File: src/rtl/unidade_controle_if.sv
// Neander control unit <-> datapath/timer bundle.
// master: the control unit (consumes phase/opcode/flags, drives strobes).
// slave : the datapath + timer side.
//
// Handshake: there is no valid/ready pair. The one-hot phase vector t
// qualifies every strobe. A strobe is meaningful only in the cycle whose
// phase is active, and it takes effect at the next ck edge. gotoT0 is the
// control unit's request that the timer restart at T0 on that same next
// edge. A non-one-hot t is never a valid phase.
interface unidade_controle_if;
  logic [2:0] t;
  logic [3:0] opcode;
  logic       flag_n;
  logic       flag_z;
  logic       gotoT0;
  logic       cargaREM;
  logic       selREM;
  logic       incPC;
  logic       cargaPC;
  logic       read;
  logic       write;
  logic       cargaRDM;
  logic       selRDM;
  logic       cargaRI;
  logic       cargaAC;
  logic       cargaNZ;
  logic [2:0] selUAL;
  logic [1:0] ciclo;
  logic       halted;
  logic       illegal;

  modport master (
    input  t, opcode, flag_n, flag_z,
    output gotoT0, cargaREM, selREM, incPC, cargaPC, read, write,
           cargaRDM, selRDM, cargaRI, cargaAC, cargaNZ, selUAL,
           ciclo, halted, illegal
  );

  modport slave (
    output t, opcode, flag_n, flag_z,
    input  gotoT0, cargaREM, selREM, incPC, cargaPC, read, write,
           cargaRDM, selRDM, cargaRI, cargaAC, cargaNZ, selUAL,
           ciclo, halted, illegal
  );
endinterface

File: src/rtl/unidade_controle.sv
// Neander control unit: cycle FSM (BUSCA/EXEC_A/EXEC_B/HALT) stretched
// over the three-phase timer, with all datapath strobes decoded
// combinationally from ciclo, t, opcode and the N/Z flags.
// Optional feature macro: UC_ILLEGAL_HALT_EN (undefined opcodes halt and
// raise illegal; without it they behave as NOP and illegal is tied 0).
module unidade_controle (
  input  logic               ck,
  input  logic               nreset,
  unidade_controle_if.master bus
);

  typedef enum logic [1:0] {
    BUSCA  = 2'b00,
    EXEC_A = 2'b01,
    EXEC_B = 2'b10,
    HALT   = 2'b11
  } ciclo_t;

  ciclo_t r_ciclo;
  ciclo_t w_next;

  logic w_t0, w_t1, w_t2, w_t_ok;
  logic w_mem, w_sta, w_jump, w_taken, w_not, w_undef;
  logic [2:0] w_alu;

  // Phase and opcode class decode
  always_comb begin
    w_t0    = (bus.t == 3'b001);
    w_t1    = (bus.t == 3'b010);
    w_t2    = (bus.t == 3'b100);
    w_t_ok  = w_t0 | w_t1 | w_t2;
    w_mem   = (bus.opcode >= 4'h1) && (bus.opcode <= 4'h5);
    w_sta   = (bus.opcode == 4'h1);
    w_jump  = (bus.opcode == 4'h8) || (bus.opcode == 4'h9) || (bus.opcode == 4'hA);
    w_taken = (bus.opcode == 4'h8) || ((bus.opcode == 4'h9) && bus.flag_n) ||
              ((bus.opcode == 4'hA) && bus.flag_z);
    w_not   = (bus.opcode == 4'h6);
    w_undef = (bus.opcode == 4'h7) || ((bus.opcode >= 4'hB) && (bus.opcode <= 4'hE));
    case (bus.opcode)
      4'h2:    w_alu = 3'b100;
      4'h3:    w_alu = 3'b000;
      4'h4:    w_alu = 3'b010;
      4'h5:    w_alu = 3'b001;
      default: w_alu = 3'b000;
    endcase
  end

  // Cycle register; the only state in the block
  always_ff @(posedge ck or negedge nreset) begin
    if (!nreset) r_ciclo <= BUSCA;
    else         r_ciclo <= w_next;
  end

  // Next-state and strobe decode; reset and invalid phases force a quiet
  // cycle with gotoT0 so an unreset timer is pulled back to T0
  always_comb begin
    w_next       = r_ciclo;
    bus.gotoT0   = 1'b0;
    bus.cargaREM = 1'b0;
    bus.selREM   = 1'b0;
    bus.incPC    = 1'b0;
    bus.cargaPC  = 1'b0;
    bus.read     = 1'b0;
    bus.write    = 1'b0;
    bus.cargaRDM = 1'b0;
    bus.selRDM   = 1'b0;
    bus.cargaRI  = 1'b0;
    bus.cargaAC  = 1'b0;
    bus.cargaNZ  = 1'b0;
    bus.selUAL   = 3'b000;
    if (!nreset || !w_t_ok) begin
      bus.gotoT0 = 1'b1;
    end else begin
      case (r_ciclo)
        BUSCA: begin
          if (w_t0) bus.cargaREM = 1'b1;
          if (w_t1) begin
            bus.read = 1'b1; bus.cargaRDM = 1'b1; bus.incPC = 1'b1;
          end
          if (w_t2) begin
            bus.cargaRI = 1'b1;
            // opcode is already on the RI input path at this edge
            if (bus.opcode == 4'hF) w_next = HALT;
            else if (w_mem || w_jump || w_not) w_next = EXEC_A;
`ifdef UC_ILLEGAL_HALT_EN
            else if (w_undef) w_next = HALT;
`endif
            else w_next = BUSCA;
          end
        end
        EXEC_A: begin
          if (w_mem) begin
            if (w_t0) bus.cargaREM = 1'b1;
            if (w_t1) begin
              bus.read = 1'b1; bus.cargaRDM = 1'b1; bus.incPC = 1'b1;
            end
            if (w_t2) begin
              bus.cargaREM = 1'b1; bus.selREM = 1'b1; w_next = EXEC_B;
            end
          end else if (w_jump) begin
            // flags only matter at T0; reaching T1/T2 means the branch is taken
            if (w_t0 && w_taken) bus.cargaREM = 1'b1;
            if (w_t0 && !w_taken) begin
              bus.incPC = 1'b1; bus.gotoT0 = 1'b1; w_next = BUSCA;
            end
            if (w_t1) begin
              bus.read = 1'b1; bus.cargaRDM = 1'b1;
            end
            if (w_t2) begin
              bus.cargaPC = 1'b1; w_next = BUSCA;
            end
          end else if (w_not && w_t0) begin
            bus.selUAL = 3'b011; bus.cargaAC = 1'b1; bus.cargaNZ = 1'b1;
            bus.gotoT0 = 1'b1; w_next = BUSCA;
          end else begin
            bus.gotoT0 = 1'b1; w_next = BUSCA;
          end
        end
        EXEC_B: begin
          if (w_mem && w_t0) begin
            bus.cargaRDM = 1'b1;
            if (w_sta) bus.selRDM = 1'b1;
            else       bus.read   = 1'b1;
          end else if (w_mem && w_t1) begin
            if (w_sta) bus.write = 1'b1;
            else begin
              bus.selUAL = w_alu; bus.cargaAC = 1'b1; bus.cargaNZ = 1'b1;
            end
            bus.gotoT0 = 1'b1; w_next = BUSCA;
          end else begin
            bus.gotoT0 = 1'b1; w_next = BUSCA;
          end
        end
        default: bus.gotoT0 = 1'b1;
      endcase
    end
  end

  assign bus.ciclo  = r_ciclo;
  assign bus.halted = (r_ciclo == HALT);
`ifdef UC_ILLEGAL_HALT_EN
  // RI is never loaded while halted, so the opcode still names the cause
  assign bus.illegal = (r_ciclo == HALT) && w_undef;
`else
  assign bus.illegal = 1'b0;
`endif

endmodule

File: src/flat_wrapper.sv
// flat-port wrapper written by rule: the top's interface ports become plain ports
module unidade_controle_flat 
  (ck, nreset, bus_t, bus_opcode, bus_flag_n, bus_flag_z, bus_gotoT0, bus_cargaREM, bus_selREM, bus_incPC, bus_cargaPC, bus_read, bus_write, bus_cargaRDM, bus_selRDM, bus_cargaRI, bus_cargaAC, bus_cargaNZ, bus_selUAL, bus_ciclo, bus_halted, bus_illegal);
  unidade_controle_if bus_i ();
  input  logic ck;
  input  logic nreset;
  input wire logic [$bits(bus_i.t)-1:0] bus_t;
  input wire logic [$bits(bus_i.opcode)-1:0] bus_opcode;
  input wire logic [$bits(bus_i.flag_n)-1:0] bus_flag_n;
  input wire logic [$bits(bus_i.flag_z)-1:0] bus_flag_z;
  output wire logic [$bits(bus_i.gotoT0)-1:0] bus_gotoT0;
  output wire logic [$bits(bus_i.cargaREM)-1:0] bus_cargaREM;
  output wire logic [$bits(bus_i.selREM)-1:0] bus_selREM;
  output wire logic [$bits(bus_i.incPC)-1:0] bus_incPC;
  output wire logic [$bits(bus_i.cargaPC)-1:0] bus_cargaPC;
  output wire logic [$bits(bus_i.read)-1:0] bus_read;
  output wire logic [$bits(bus_i.write)-1:0] bus_write;
  output wire logic [$bits(bus_i.cargaRDM)-1:0] bus_cargaRDM;
  output wire logic [$bits(bus_i.selRDM)-1:0] bus_selRDM;
  output wire logic [$bits(bus_i.cargaRI)-1:0] bus_cargaRI;
  output wire logic [$bits(bus_i.cargaAC)-1:0] bus_cargaAC;
  output wire logic [$bits(bus_i.cargaNZ)-1:0] bus_cargaNZ;
  output wire logic [$bits(bus_i.selUAL)-1:0] bus_selUAL;
  output wire logic [$bits(bus_i.ciclo)-1:0] bus_ciclo;
  output wire logic [$bits(bus_i.halted)-1:0] bus_halted;
  output wire logic [$bits(bus_i.illegal)-1:0] bus_illegal;
  assign bus_i.t = bus_t;
  assign bus_i.opcode = bus_opcode;
  assign bus_i.flag_n = bus_flag_n;
  assign bus_i.flag_z = bus_flag_z;
  assign bus_gotoT0 = bus_i.gotoT0;
  assign bus_cargaREM = bus_i.cargaREM;
  assign bus_selREM = bus_i.selREM;
  assign bus_incPC = bus_i.incPC;
  assign bus_cargaPC = bus_i.cargaPC;
  assign bus_read = bus_i.read;
  assign bus_write = bus_i.write;
  assign bus_cargaRDM = bus_i.cargaRDM;
  assign bus_selRDM = bus_i.selRDM;
  assign bus_cargaRI = bus_i.cargaRI;
  assign bus_cargaAC = bus_i.cargaAC;
  assign bus_cargaNZ = bus_i.cargaNZ;
  assign bus_selUAL = bus_i.selUAL;
  assign bus_ciclo = bus_i.ciclo;
  assign bus_halted = bus_i.halted;
  assign bus_illegal = bus_i.illegal;
  unidade_controle u_core (.ck(ck), .nreset(nreset), .bus(bus_i));
endmodule
File: config.mk
export PLATFORM = sky130hd
export DESIGN_NAME = unidade_controle_flat
export DESIGN_NICKNAME = d
export VERILOG_FILES = /design/src/rtl/unidade_controle_if.sv /design/src/rtl/unidade_controle.sv /design/src/flat_wrapper.sv
export SDC_FILE = /design/constraint.sdc
export NUM_CORES = 1
export LEC_CHECK = 0
export BUFFER_PORTS_ARGS = -buffer_cell sky130_fd_sc_hd__buf_2
export CAP_MARGIN = 40
export CORE_MARGIN = 2
export CORE_UTILIZATION = 41
export DETAILED_ROUTE_END_ITERATION = 16
export GPL_ROUTABILITY_DRIVEN = 0
export GPL_TIMING_DRIVEN = 0
export PLACE_DENSITY = 0.83
export SLEW_MARGIN = 5
export SYNTH_ARGS = -nofsm -noshare
export SYNTH_HDL_FRONTEND = slang
export SYNTH_SLANG_ARGS = --single-unit
File: constraint.sdc
create_clock -name ck -period 1.5 [get_ports ck]
set_input_delay 0.075 -clock ck [delete_from_list [all_inputs] [get_ports ck]]
set_output_delay 0.075 -clock ck [all_outputs]
set_load 0.01 [all_outputs]
**Word level (Yosys, flattened, before mapping)**

Index checks and enable logic that the tools add are counted.

- Bitwise logic cells: 3
- Mux-type cells: 71
- $lt $le $gt $ge: 2
- Equal/unequal tests: 19
- Reduce and logical (&&, ||, !) cells: 21

Operator list:

| kind | number |
|---|---|
| $mux W1 | 47 |
| $mux W2 | 9 |
| $mux W3 | 6 |
| $eq A4 B4 Y1 const B | 4 |
| $eq A4 B3 Y1 const B | 3 |
| $pmux W1 S3 | 3 |
| $pmux W3 S3 | 1 |
| $logic_and A1 B1 Y1 | 8 |
| $logic_or A1 B1 Y1 | 7 |
| $pmux W1 S2 | 3 |
| $pmux W2 S3 | 1 |
| $pmux W3 S2 | 1 |
| $reduce_and A6 Y1 | 1 |
| $eq A2 B2 Y1 const B | 2 |
| $eq A4 B1 Y1 const B | 1 |
| $eq A4 B2 Y1 const B | 1 |
| $ge A4 B1 Y1 const B | 1 |
| $le A4 B3 Y1 const B | 1 |
| $ne A4 B3 Y1 const B | 1 |
| $eq A3 B1 Y1 const B | 1 |
| $eq A3 B2 Y1 const B | 1 |
| $eq A3 B3 Y1 const B | 1 |
| $logic_not A1 Y1 | 3 |
| $ne A3 B2 Y1 const B | 1 |
| other kinds (7) | 8 |

- Word-level logic and storage cells: 117
- Output and inout bits: 19
- Register bits: 2
- Input bits: 11

**Longest topological paths before layout**

Gate-level depths: netlist of run 1.

- Depth in word-level cells: 11
- Mapped depth: 8
- Mapped depth without buffers: 7

**Least setup slack after synthesis of run 1**

OpenSTA, ideal clock, no wires.

- Path kind: reg2reg
- From: register u_core.r_ciclo[1] (netlist: u_core.bus.ciclo[1])
- To: register u_core.r_ciclo[0] (netlist: u_core.bus.ciclo[0])
- Period minus slack after synthesis: 1619 ps
- Library setup time: 125 ps
- Setup slack: -119 ps
- Stages on the path, launching flop included: 7
- Buffers on the path: 1
- Data required time: 1375 ps
- Data arrival time: 1494 ps
- Path through: dfrtp_1 -> inv_1 -> ha_1 -> clkbuf_1 -> nand2_1 -> o2111a_2 -> mux2_4

- Word-level cells in the longest chain between the ends: 3
- Elaborated cells on any way between the ends: 10
- Those cells by class: 6 x eq/ne; 1 x mux; 3 x reduce/logical

RTL lines:

| element | RTL line | source |
|---|---|---|
| start: declaration | unidade_controle.sv:19 | `ciclo_t r_ciclo;` |
| start signal: assignment | unidade_controle.sv:51 | `else r_ciclo <= w_next;` |
| $eq A2 B1 Y1, or another cell as far along | unidade_controle.sv:74 | `case (r_ciclo)` |
| $ne A4 B3 Y1 (no line), or another cell as far along | n/a |  |
| $reduce_and A6 Y1 (no line) | n/a |  |

Parallel ways exist; a longest one is shown, timed or not.
A chain may end at the register's enable or synchronous reset.

**Worst setup path in the final report of run 1**

- From: register u_core.r_ciclo[1] (netlist: u_core.bus.ciclo[1])
- To: register u_core.r_ciclo[1] (netlist: u_core.bus.ciclo[1])

Same word-level chain as after synthesis.

==> flow_summary.rst, run 1 <==
.. list-table::
   :header-rows: 1

   * - Metric
     - Value
   * - Maximum root-to-sink buffer count
     - 2
   * - Via count of the first global-routing pass
     - 819
   * - Required time at the endpoint of the critical path
     - 1.59 ns
   * - Result of the run
     - finished, violations left
   * - Final wirelength
     - 2.27 mm
   * - Post-DR wirelength/cell
     - 15.1 um
   * - Maximum level of the CTS H-tree
     - 1
   * - Number of nets produced by synthesis
     - 111
   * - Iter 0 DRT Violations
     - 38
   * - Count of buffers from port buffering
     - 27
   * - Via-to-Cell Ratio
     - 5.95
   * - Cells along the critical path
     - buf_6, ha_4, nor3b_4, o2111a_2, mux2_4
   * - Count of warnings emitted by yosys
     - 0
   * - Primary FF master, synth
     - sky130_fd_sc_hd__dfrtp_1
   * - Setup TNS after final layout
     - -1.16 ns
   * - Signed area change from the synthesized netlist to the final layout
     - 58.1%
   * - Hold violation count in the final report
     - 0
   * - Final-report setup violation count
     - 12
   * - Slowest stage cell, crit path
     - sky130_fd_sc_hd__dfrtp_2
   * - Post-placement cell area
     - 850 um2
   * - Unrepaired setup endpoints after global routing
     - yes
   * - ANT nets after route
     - 0
   * - Final design area excluding fillers
     - 1040 um2
   * - Maximum number of pins on one net before global-route repair
     - 11
   * - Initial antenna violation count
     - 0
   * - Clock net sink count
     - 2
   * - Fin crit period
     - 1.67 ns
   * - Final core area utilization
     - 69.4%
   * - Die extent in x
     - 44.1 um
   * - Flip-flop and latch count after synthesis
     - 2
   * - I/O pins
     - 30
   * - Worst r2r dst
     - u_core.bus.ciclo[1]$_DFFE_PN0P_
   * - Clock buffers created by TritonCTS
     - 3
   * - FF-to-FF path depth
     - 5
   * - Reg-to-reg startpoint
     - u_core.bus.ciclo[1]$_DFFE_PN0P_
   * - Number of fill cells
     - 115
   * - Distinct cell type count after synthesis
     - 39
   * - Core region area
     - 1510 um2
   * - Lkg Pwr
     - 0.433 nW
   * - Failing checks
     - negative setup slack
   * - CP Data Arrival Time
     - 1.76 ns
   * - Smallest setup slack after layout
     - -0.174 ns
   * - Count of placed standard cells in the final layout, fillers left out
     - 150
   * - Number of rows in the core area
     - 14
   * - Relative slew slack
     - 61.8%
   * - Vertical die dimension
     - 44.1 um
   * - Largest driver fanout on the critical path
     - 4
   * - All-layer global routing usage
     - 23.3%
   * - Total vias in the final route
     - 892
   * - Slew of the pin with the lowest slew margin
     - 0.568 ns
   * - First-pass GRT wire length
     - 3.53 mm
   * - Share of flip-flops with an asynchronous set or reset
     - 100%
   * - Hold Path Class
     - primary input to async pin
   * - Maximum frequency from static timing analysis
     - 0.597 GHz
   * - Multi-input gate area
     - 674 um2
   * - Cell area after synthesis
     - 661 um2
   * - Final Slew Violations
     - 0
   * - Ant diodes
     - 0
   * - Die area
     - 1950 um2
   * - Buf/Inv on CP
     - 1
   * - Number of max-cap violations
     - 0
   * - Period utilisation layout
     - 112%
   * - 1st-pass router iterations
     - 4
   * - Dpl hpwl
     - 1.47 mm
   * - Post-Synthesis Cells
     - 96
   * - Master cell of the clock root buffer
     - sky130_fd_sc_hd__clkbuf_4
   * - Proportion of synthesized chip area in sequential cells
     - 7.58%
   * - CTS tree
     - built
   * - Kind of cell adding the most delay to the critical path
     - flip-flops
   * - Largest clock skew in the final design
     - 0.000710 ns
   * - Cell Pwr Density
     - 988 nW/um2
   * - Worst setup path category
     - flop to flop
   * - Largest register FFs
     - 2
   * - Final nets
     - 151
   * - Effective utilization at floorplan
     - 43.9%
   * - Placed cell count
     - 139
   * - Register cell area after layout
     - 52.6 um2
   * - Synthesized area per cell
     - 6.88 um2
   * - Register clock-pin slew on the reported worst setup and hold paths
     - 0.03 ns
   * - Crit path largest cell delay
     - 0.43 ns
   * - Critical Path Sink Type
     - flop
   * - Sum of overflow across all layers after global routing
     - 0
   * - Share of post-route cells with drive strength above 1
     - 54.5%
   * - Residual DRC count
     - 0
   * - Maximum vdd ir drop
     - 0.783 mV
   * - Insertion delay of the later-clocked pin in the worst-skew pair
     - 0.21 ns
   * - Worst setup SP type
     - flop
   * - Number of enable flip-flop cells after synthesis
     - 0
   * - Register-to-register path setup slack
     - -0.17 ns
==> per-layer routing <==
metal	part of all wire [%]	track usage [%]	up-vias
met3	5.2	1.63	8
met4	3.3	10.9	0
met5	0	0	-
li1	-	-	425
met2	49	39.4	41
met1	43	29.9	418
==> layout make-up <==
cell class	instances	share of cell area, %
multi-input combinational	82	64.6
timing repair buffer	36	21.0
sequential	2	5.03
buffer	6	3.11
inverter	5	2.28
clock buffer	3	2.16
tap	16	1.92
==> synthesized netlist by cell type, types with 2 or more instances <==
cell type	n	area [um2]
sky130_fd_sc_hd__buf_2	2	10.0
sky130_fd_sc_hd__a211oi_1	2	15.0
sky130_fd_sc_hd__buf_4	2	15.0
sky130_fd_sc_hd__nand4_1	2	12.5
sky130_fd_sc_hd__a21oi_1	9	45.0
sky130_fd_sc_hd__inv_1	5	18.8
sky130_fd_sc_hd__o21ai_0	4	20.0
sky130_fd_sc_hd__nor3b_1	2	15.0
sky130_fd_sc_hd__xnor2_1	3	26.3
sky130_fd_sc_hd__dfrtp_1	2	50.1
sky130_fd_sc_hd__mux2_4	2	30.0
sky130_fd_sc_hd__ha_1	4	50.1
sky130_fd_sc_hd__nand2b_1	3	18.8
sky130_fd_sc_hd__nor3_1	6	30.0
sky130_fd_sc_hd__nor4_1	2	12.5
sky130_fd_sc_hd__nand3_1	4	20.0
sky130_fd_sc_hd__nor3b_2	2	25.0
sky130_fd_sc_hd__nand2_1	12	45.0
sky130_fd_sc_hd__and3_1	2	12.5
sky130_fd_sc_hd__clkbuf_1	3	11.3
sky130_fd_sc_hd__nor2_1	5	18.8
==> cell usage in the layout (no fill, tap or decap), drive strengths merged <==
master,instances
or2,1
and2,2
nor4bb,1
a211oi,3
xnor2,3
nor2,5
a32o,1
a221oi,1
buf,39
nor2b,1
nand2,12
or3,1
ha,4
or3b,1
nand2b,3
nand3,4
a21oi,9
o2111a,1
o21ai,5
o211ai,1
inv,5
dlygate4sd3,1
o41ai,1
and3,2
nor3b,4
clkbuf,5
and4,1
nand3b,1
mux2,2
dfrtp,2
nor4,2
nand4,2
o21a,1
conb,1
nor3,6
==> power breakdown <==
group          internal (W)  switching, W
Clock             0.0000875     0.0000225
Combinational      0.000380      0.000404
Sequential        0.0000828     0.0000551
==> worst max-delay path by stage <==
| stage | from | endpoint | slack, ns | cells after the start |
|---|---|---|---|---|
| global route | u_core.bus.ciclo[1]$_DFFE_PN0P_ | u_core.bus.ciclo[1]$_DFFE_PN0P_ | -0.22 | 5 |
| finish | u_core.bus.ciclo[1]$_DFFE_PN0P_ | u_core.bus.ciclo[1]$_DFFE_PN0P_ | -0.17 | 5 |
| floorplan | u_core.bus.ciclo[1]$_DFFE_PN0P_ | u_core.bus.ciclo[0]$_DFFE_PN0P_ | -0.02 | 6 |
| CTS | u_core.bus.ciclo[0]$_DFFE_PN0P_ | bus_cargaNZ | -0.12 | 7 |
| detailed placement | bus_t[1] | u_core.bus.ciclo[1]$_DFFE_PN0P_ | -0.15 | 6 |
| global placement | bus_t[1] | u_core.bus.ciclo[1]$_DFFE_PN0P_ | -0.13 | 6 |
==> worst reg2reg max path, stage by stage, from the launching register on <==
cell and delay (ns):
sky130_fd_sc_hd__dfrtp_2 0.43, sky130_fd_sc_hd__buf_6 0.15, sky130_fd_sc_hd__ha_4 0.17, sky130_fd_sc_hd__nor3b_4 0.22, sky130_fd_sc_hd__o2111a_2 0.27, sky130_fd_sc_hd__mux2_4 0.31
==> per-stage QoR <==
stage               total power (W)  setup WS (ns)  hold slack, ns
detailed placement         0.000675         -0.151         -0.0841
floorplan                  0.000523        -0.0184          -0.221
finish                      0.00103         -0.174           0.347
global route                0.00110         -0.223           0.351
CTS                        0.000908         -0.119           0.323
global placement           0.000654         -0.129         -0.0924
==> logic make-up (layout without fill, tap and decap cells) <==
logic type / Yosys count / in the layout / synth area share (%)
mux: 2 / 2 / 4.55
xor+xnor: 3 / 3 / 3.98
buf+inv: 12 / 50 / 8.33
other cells: 1 / 1 / 0.568
compound gates: 23 / 23 / 24.8
simple gates: 49 / 49 / 42.6
fa+ha+maj: 4 / 4 / 7.58
flops: 2 / 2 / 7.58
==> repair_timing <==
| item | CTS | global route |
|---|---|---|
| hold buffers | 1 | 0 |
| resized for setup | 11 | 16 |
| setup endpoints to repair | 12 | 15 |
| setup buffers | 4 | 4 |
| endpoints found under the hold margin | 2 | 0 |
| pin swaps | 4 | 10 |
| cloned | 0 | 0 |
Power figures use the tool's default switching activity.
==> run 2: changes to the inputs <==
Settings changed: BUFFER_PORTS_ARGS -buffer_cell sky130_fd_sc_hd__buf_2 to -buffer_cell sky130_fd_sc_hd__buf_4.
==> flow_summary.rst, run 2 (synthesis gave the netlist of run 1 again) <==
.. list-table::
   :header-rows: 1

   * - Metric
     - Value
   * - Result of the run
     - finished, violations left
   * - Failing checks
     - negative setup slack
   * - M1 GR Usage
     - 32.8%
   * - Met2 global-route usage
     - 39.4%
   * - Buf/Inv on CP
     - 1
   * - Clock net sink count
     - 2
   * - Kind of cell adding the most delay to the critical path
     - flip-flops
   * - Slowest stage cell, crit path
     - sky130_fd_sc_hd__dfrtp_2
   * - Critical Path Sink Type
     - flop
   * - Final wirelength
     - 2.26 mm
   * - Maximum number of pins on one net before global-route repair
     - 11
   * - Number of max-cap violations
     - 0
   * - Worst r2r dst
     - u_core.bus.ciclo[0]$_DFFE_PN0P_
   * - Fin crit period
     - 1.66 ns
   * - Worst setup SP type
     - flop
   * - 1st-pass router iterations
     - 4
   * - Busiest layer in global routing
     - met2
   * - Required time at the endpoint of the critical path
     - 1.61 ns
   * - FF-to-FF path depth
     - 5
   * - Maximum root-to-sink buffer count
     - 2
   * - CTS tree
     - built
   * - Via-to-Cell Ratio
     - 5.86
   * - Worst-case hold slack
     - 0.214 ns
   * - Smallest setup slack after layout
     - -0.155 ns
   * - Residual DRC count
     - 0
   * - Core region area
     - 1510 um2
   * - Via count of the first global-routing pass
     - 805
   * - Iter 0 DRT Violations
     - 15
   * - Count of buffers from port buffering
     - 27
   * - Switching share of power
     - 44.8%
   * - Final nets
     - 151
   * - Unrepaired setup endpoints after global routing
     - yes
   * - Sum of overflow across all layers after global routing
     - 0
   * - Switching power
     - 0.000516 W
   * - Part of the total power dissipated in combinational logic
     - 78.5%
   * - Vertical die dimension
     - 44.1 um
   * - Share of post-route cells with drive strength above 1
     - 53.0%
   * - Hold violation count in the final report
     - 0
   * - Largest register FFs
     - 2
   * - Global routing met3 resource utilization
     - 1.63%
   * - Worst setup path category
     - flop to flop
   * - Insertion delay of the later-clocked pin in the worst-skew pair
     - 0.23 ns
   * - First-pass GRT wire length
     - 3.57 mm
   * - Lkg Pwr
     - 0.445 nW
   * - Number of rows in the core area
     - 14
   * - Clock share of power
     - 10.7%
   * - Share of total power in sequential cells
     - 10.8%
   * - Largest driver fanout on the critical path
     - 4
   * - Highest-count cells in the layout ignoring fill and taps
     - sky130_fd_sc_hd__buf_4 (34), sky130_fd_sc_hd__nand2_1 (12), sky130_fd_sc_hd__nor3_1 (5), sky130_fd_sc_hd__a21oi_1 (5)
   * - Period utilisation layout
     - 110%
   * - Most common library cell in the layout ignoring fill and taps
     - sky130_fd_sc_hd__buf_4
   * - Cell Pwr Density
     - 1040 nW/um2
   * - Reg-to-reg startpoint
     - u_core.bus.ciclo[0]$_DFFE_PN0P_
   * - Number of fill cells
     - 121
   * - Cells along the critical path
     - buf_4, ha_4, nor3b_2, o2111a_2, mux2_4
   * - Die area
     - 1950 um2
   * - Clock buffers created by TritonCTS
     - 3
   * - Post-DR wirelength/cell
     - 15.0 um
   * - Final-report setup violation count
     - 13
   * - Maximum vdd ir drop
     - 0.807 mV
   * - Initial antenna violation count
     - 0
   * - Final Slew Violations
     - 0
   * - Signed area change from the synthesized netlist to the final layout
     - 67.2%
   * - Crit path largest cell delay
     - 0.45 ns
   * - Dpl hpwl
     - 1.38 mm
   * - CP Data Arrival Time
     - 1.76 ns
   * - Count of placed standard cells in the final layout, fillers left out
     - 150
   * - Total vias in the final route
     - 879
   * - Die extent in x
     - 44.1 um
   * - Ant diodes
     - 0
   * - Largest clock skew in the final design
     - 0.00535 ns
   * - Register clock-pin slew on the reported worst setup and hold paths
     - 0.03 ns
   * - Relative slew slack
     - 53.5%
   * - Design internal power
     - 0.000636 W
   * - I/O pins
     - 30
   * - Maximum level of the CTS H-tree
     - 1
   * - All-layer global routing usage
     - 24.2%
   * - Hold Path Class
     - primary input to async pin
   * - Effective utilization at floorplan
     - 43.9%
   * - Register-to-register path setup slack
     - -0.16 ns
   * - Maximum frequency from static timing analysis
     - 0.604 GHz
   * - Slew of the pin with the lowest slew margin
     - 0.692 ns
   * - ANT nets after route
     - 0
   * - Master cell of the clock root buffer
     - sky130_fd_sc_hd__clkbuf_4
   * - Placed cell count
     - 139
[run 2: changes by cell type in the layout (fill, tap and decap cells not counted), sizes merged]
| cell | before | now |
|---|---|---|
| clkbuf | 5 | 6 |
| buf | 39 | 38 |
[run 2: layout make-up]
| type | instances | area [um2] | area share (%) |
|---|---|---|---|
| timing repair buffer | 35 | 269 | 24.3 |
| tap | 16 | 20.0 | 1.81 |
| multi-input combinational | 82 | 669 | 60.6 |
| buffer | 7 | 47.5 | 4.30 |
| sequential | 2 | 52.6 | 4.76 |
| clock buffer | 3 | 22.5 | 2.04 |
| inverter | 5 | 23.8 | 2.15 |
[run 2: how the worst max path moves through the flow]
| stage | slack, ns | startpoint | depth (start not counted) | end |
|---|---|---|---|---|
| 3_3_place_gp | -0.12 | bus_t[1] | 6 | u_core.bus.ciclo[0]$_DFFE_PN0P_ |
| 5_1_grt | -0.21 | bus_t[1] | 8 | bus_cargaNZ |
| 2_1_floorplan | -0.02 | u_core.bus.ciclo[1]$_DFFE_PN0P_ | 6 | u_core.bus.ciclo[0]$_DFFE_PN0P_ |
| 4_1_cts | -0.14 | u_core.bus.ciclo[1]$_DFFE_PN0P_ | 5 | u_core.bus.ciclo[0]$_DFFE_PN0P_ |
| 3_5_place_dp | -0.13 | bus_t[1] | 6 | u_core.bus.ciclo[1]$_DFFE_PN0P_ |
| 6_report | -0.16 | u_core.bus.ciclo[0]$_DFFE_PN0P_ | 5 | u_core.bus.ciclo[0]$_DFFE_PN0P_ |
[run 2: power groups by stage]
stage	combinational [W]	sequential, W	clock, W
finish	0.000905	0.000124	0.000123
floorplan	0.000397	0.000127	0
global placement	0.000568	0.000120	0
detailed placement	0.000586	0.000124	0
global route	0.000970	0.000129	0.000129
CTS	0.000810	0.000113	0.000124
[run 2: worst register-to-register path: stages (launching register included)]
cell	delay (ns)
sky130_fd_sc_hd__dfrtp_2	0.45
sky130_fd_sc_hd__buf_4	0.17
sky130_fd_sc_hd__ha_4	0.17
sky130_fd_sc_hd__nor3b_2	0.20
sky130_fd_sc_hd__o2111a_2	0.26
sky130_fd_sc_hd__mux2_4	0.30
[run 2: stage by stage]
stage / setup slack (ns) / util (%) / cell area, um2 / setup TNS, ns / power (W)
after floorplan: -0.0184 / - / 694 / -0.0368 / 0.000523
after detailed placement: -0.131 / 60.9 / 917 / -0.281 / 0.000709
after global routing: -0.213 / 73.3 / 1100 / -2.00 / 0.00123
after CTS: -0.139 / 70.3 / 1060 / -0.966 / 0.00105
final: -0.155 / 73.3 / 1100 / -1.05 / 0.00115
after global placement: -0.122 / 60.9 / 917 / -0.248 / 0.000688
[run 2: timing repair]
| action | CTS | global route |
|---|---|---|
| cloned | 1 | 0 |
| hold buffers | 1 | 0 |
| setup buffers | 5 | 1 |
| pin swaps | 6 | 7 |
| endpoints found under the hold margin | 2 | 0 |
| setup endpoints to repair | 14 | 15 |
| resized for setup | 15 | 9 |
[run 2: layer usage]
metal | part of all wire (%) | up-vias
li1 | - | 427
met5 | 0 | -
met1 | 44 | 408
met4 | 1.8 | 0
met2 | 47 | 39
met3 | 6.9 | 5
==> run 3: changes to the inputs <==
Settings changed: REMOVE_ABC_BUFFERS set to 1.
==> flow_summary.rst, run 3 (synthesis gave the netlist of run 1 again) <==
.. list-table::
   :header-rows: 1

   * - Metric
     - Value
   * - Die area
     - 1950 um2
   * - Total design power
     - 0.00122 W
   * - CP Data Arrival Time
     - 1.69 ns
   * - Register clock-pin slew on the reported worst setup and hold paths
     - 0.04 ns
   * - WP depth
     - 5
   * - Share of total power in sequential cells
     - 9.3%
   * - Relative slew slack
     - 66.3%
   * - Reg-to-reg startpoint
     - u_core.bus.ciclo[1]$_DFFE_PN0P_
   * - Number of rows in the core area
     - 14
   * - Maximum frequency from static timing analysis
     - 0.567 GHz
   * - Worst setup path category
     - flop to primary output
   * - Signed area change from the synthesized netlist to the final layout
     - 75.8%
   * - Switching share of power
     - 46.1%
   * - Required time at the endpoint of the critical path
     - 1.42 ns
   * - Kind of cell adding the most delay to the critical path
     - simple AND/OR/NAND/NOR gates
   * - Final-report setup violation count
     - 13
   * - Crit path largest cell delay
     - 0.39 ns
   * - Post-DR wirelength/cell
     - 18.6 um
   * - Most common library cell in the layout ignoring fill and taps
     - sky130_fd_sc_hd__buf_4
   * - Final wirelength
     - 2.77 mm
   * - Largest clock skew in the final design
     - 0.00484 ns
   * - Result of the run
     - finished, violations left
   * - Hold violation count in the final report
     - 0
   * - Final design area excluding fillers
     - 1160 um2
   * - Slowest stage cell, crit path
     - sky130_fd_sc_hd__dfrtp_1
   * - Cells along the critical path
     - inv_2, ha_4, nand3_4, nor4bb_2, buf_4
   * - Number of fill cells
     - 96
   * - Worst r2r dst
     - u_core.bus.ciclo[0]$_DFFE_PN0P_
   * - Part of the total power dissipated in combinational logic
     - 79.6%
   * - Largest driver fanout on the critical path
     - 4
   * - Highest-count cells in the layout ignoring fill and taps
     - sky130_fd_sc_hd__buf_4 (35), sky130_fd_sc_hd__nand2_1 (12), sky130_fd_sc_hd__a21oi_2 (7)
   * - Smallest setup slack after layout
     - -0.264 ns
   * - Effective utilization at floorplan
     - 43.9%
   * - Final Slew Violations
     - 0
   * - Master cell of the clock root buffer
     - sky130_fd_sc_hd__clkbuf_4
   * - Design internal power
     - 0.000656 W
   * - ANT nets after route
     - 0
   * - Global routing met3 resource utilization
     - 2.04%
   * - Unrepaired setup endpoints after global routing
     - yes
   * - Fin crit period
     - 1.76 ns
   * - Final nets
     - 150
   * - Maximum level of the CTS H-tree
     - 1
   * - Via-to-Cell Ratio
     - 6.28
   * - All-layer global routing usage
     - 24.0%
   * - Sum of overflow across all layers after global routing
     - 0
   * - Die extent in x
     - 44.1 um
   * - Lkg Pwr
     - 0.464 nW
   * - Register-to-register path setup slack
     - -0.19 ns
   * - Maximum root-to-sink buffer count
     - 2
   * - Insertion delay of the later-clocked pin in the worst-skew pair
     - 0.24 ns
   * - Total vias in the final route
     - 935
   * - Vertical die dimension
     - 44.1 um
   * - Period utilisation layout
     - 118%
   * - Ant diodes
     - 0
   * - Initial antenna violation count
     - 0
   * - CTS tree
     - built
   * - Met2 global-route usage
     - 37.6%
   * - Via count of the first global-routing pass
     - 772
   * - Slew of the pin with the lowest slew margin
     - 0.503 ns
   * - Maximum vdd ir drop
     - 0.906 mV
   * - First-pass GRT wire length
     - 3.55 mm
   * - Critical Path Sink Type
     - primary output
   * - Busiest layer in global routing
     - met2
   * - M1 GR Usage
     - 33.3%
   * - Dpl hpwl
     - 1.32 mm
   * - Setup TNS after final layout
     - -1.69 ns
   * - Number of max-cap violations
     - 0
   * - Cell Pwr Density
     - 1050 nW/um2
   * - Share of post-route cells with drive strength above 1
     - 60.2%
   * - Iter 0 DRT Violations
     - 48
   * - Worst-case hold slack
     - 0.256 ns
   * - I/O pins
     - 30
   * - Hold Path Class
     - primary input to async pin
   * - Switching power
     - 0.000561 W
   * - Worst setup SP type
     - flop
   * - Failing checks
     - negative setup slack
   * - 1st-pass router iterations
     - 4
   * - Clock buffers created by TritonCTS
     - 3
   * - Clock share of power
     - 11.1%
   * - Residual DRC count
     - 0
   * - Count of buffers from port buffering
     - 28
   * - Core region area
     - 1510 um2
   * - Largest register FFs
     - 2
   * - Post-placement cell area
     - 855 um2
   * - Clock net sink count
     - 2
   * - Buf/Inv on CP
     - 2
   * - FF-to-FF path depth
     - 5
   * - Maximum number of pins on one net before global-route repair
     - 15
==> run 3: what timing repair did <==
item	4_1_cts	5_1_grt
endpoints found under the hold margin	2	0
endpoints found under the setup margin	14	16
hold buffers	1	0
gates resized for setup	21	19
buffers inserted	8	4
pin swaps	8	11
==> run 3: final cells by class <==
class / count / area (um2) / share of cell area (%)
Clock buffer: 3 / 22.5 / 1.94
Tap cell: 16 / 20.0 / 1.72
Timing Repair Buffer: 41 / 329 / 28.3
Sequential cell: 2 / 51.3 / 4.42
Inverter: 5 / 18.8 / 1.62
Multi-Input combinational cell: 82 / 719 / 62.0
==> run 3: power by group through the flow <==
| stage | Combinational [W] | Clock (W) | Sequential [W] |
|---|---|---|---|
| 2_1_floorplan | 0.000307 | 0 | 0.000116 |
| 3_3_place_gp | 0.000475 | 0 | 0.000109 |
| 3_5_place_dp | 0.000484 | 0 | 0.000111 |
| 4_1_cts | 0.000814 | 0.000124 | 0.000105 |
| 5_1_grt | 0.000994 | 0.000133 | 0.000116 |
| 6_report | 0.000969 | 0.000135 | 0.000113 |
==> run 3: worst max path at each step <==
stage,end,slack [ns],start
floorplan,u_core.bus.ciclo[1]$_DFFE_PN0P_,-0.05,u_core.bus.ciclo[0]$_DFFE_PN0P_
global placement,u_core.bus.ciclo[1]$_DFFE_PN0P_,-0.12,bus_t[1]
detailed placement,u_core.bus.ciclo[0]$_DFFE_PN0P_,-0.15,bus_t[1]
CTS,u_core.bus.ciclo[0]$_DFFE_PN0P_,-0.12,u_core.bus.ciclo[0]$_DFFE_PN0P_
global route,bus_selUAL[2],-0.27,u_core.bus.ciclo[1]$_DFFE_PN0P_
finish,bus_selUAL[2],-0.26,u_core.bus.ciclo[1]$_DFFE_PN0P_
==> run 3: metrics by stage <==
stage / setup slack (ns) / utilization, % / cells
after floorplan: -0.0537 / - / 89
after global placement: -0.123 / 56.7 / 133
after detailed placement: -0.150 / 56.7 / 133
after CTS: -0.122 / 69.4 / 145
after global routing: -0.269 / 77.1 / 149
final: -0.264 / 77.1 / 149
==> run 3: metal layers <==
metal | up-vias | part of all wire [%]
met2 | 70 | 48
met4 | 0 | 2.4
met5 | - | 0
li1 | 420 | -
met3 | 8 | 9.4
met1 | 437 | 40
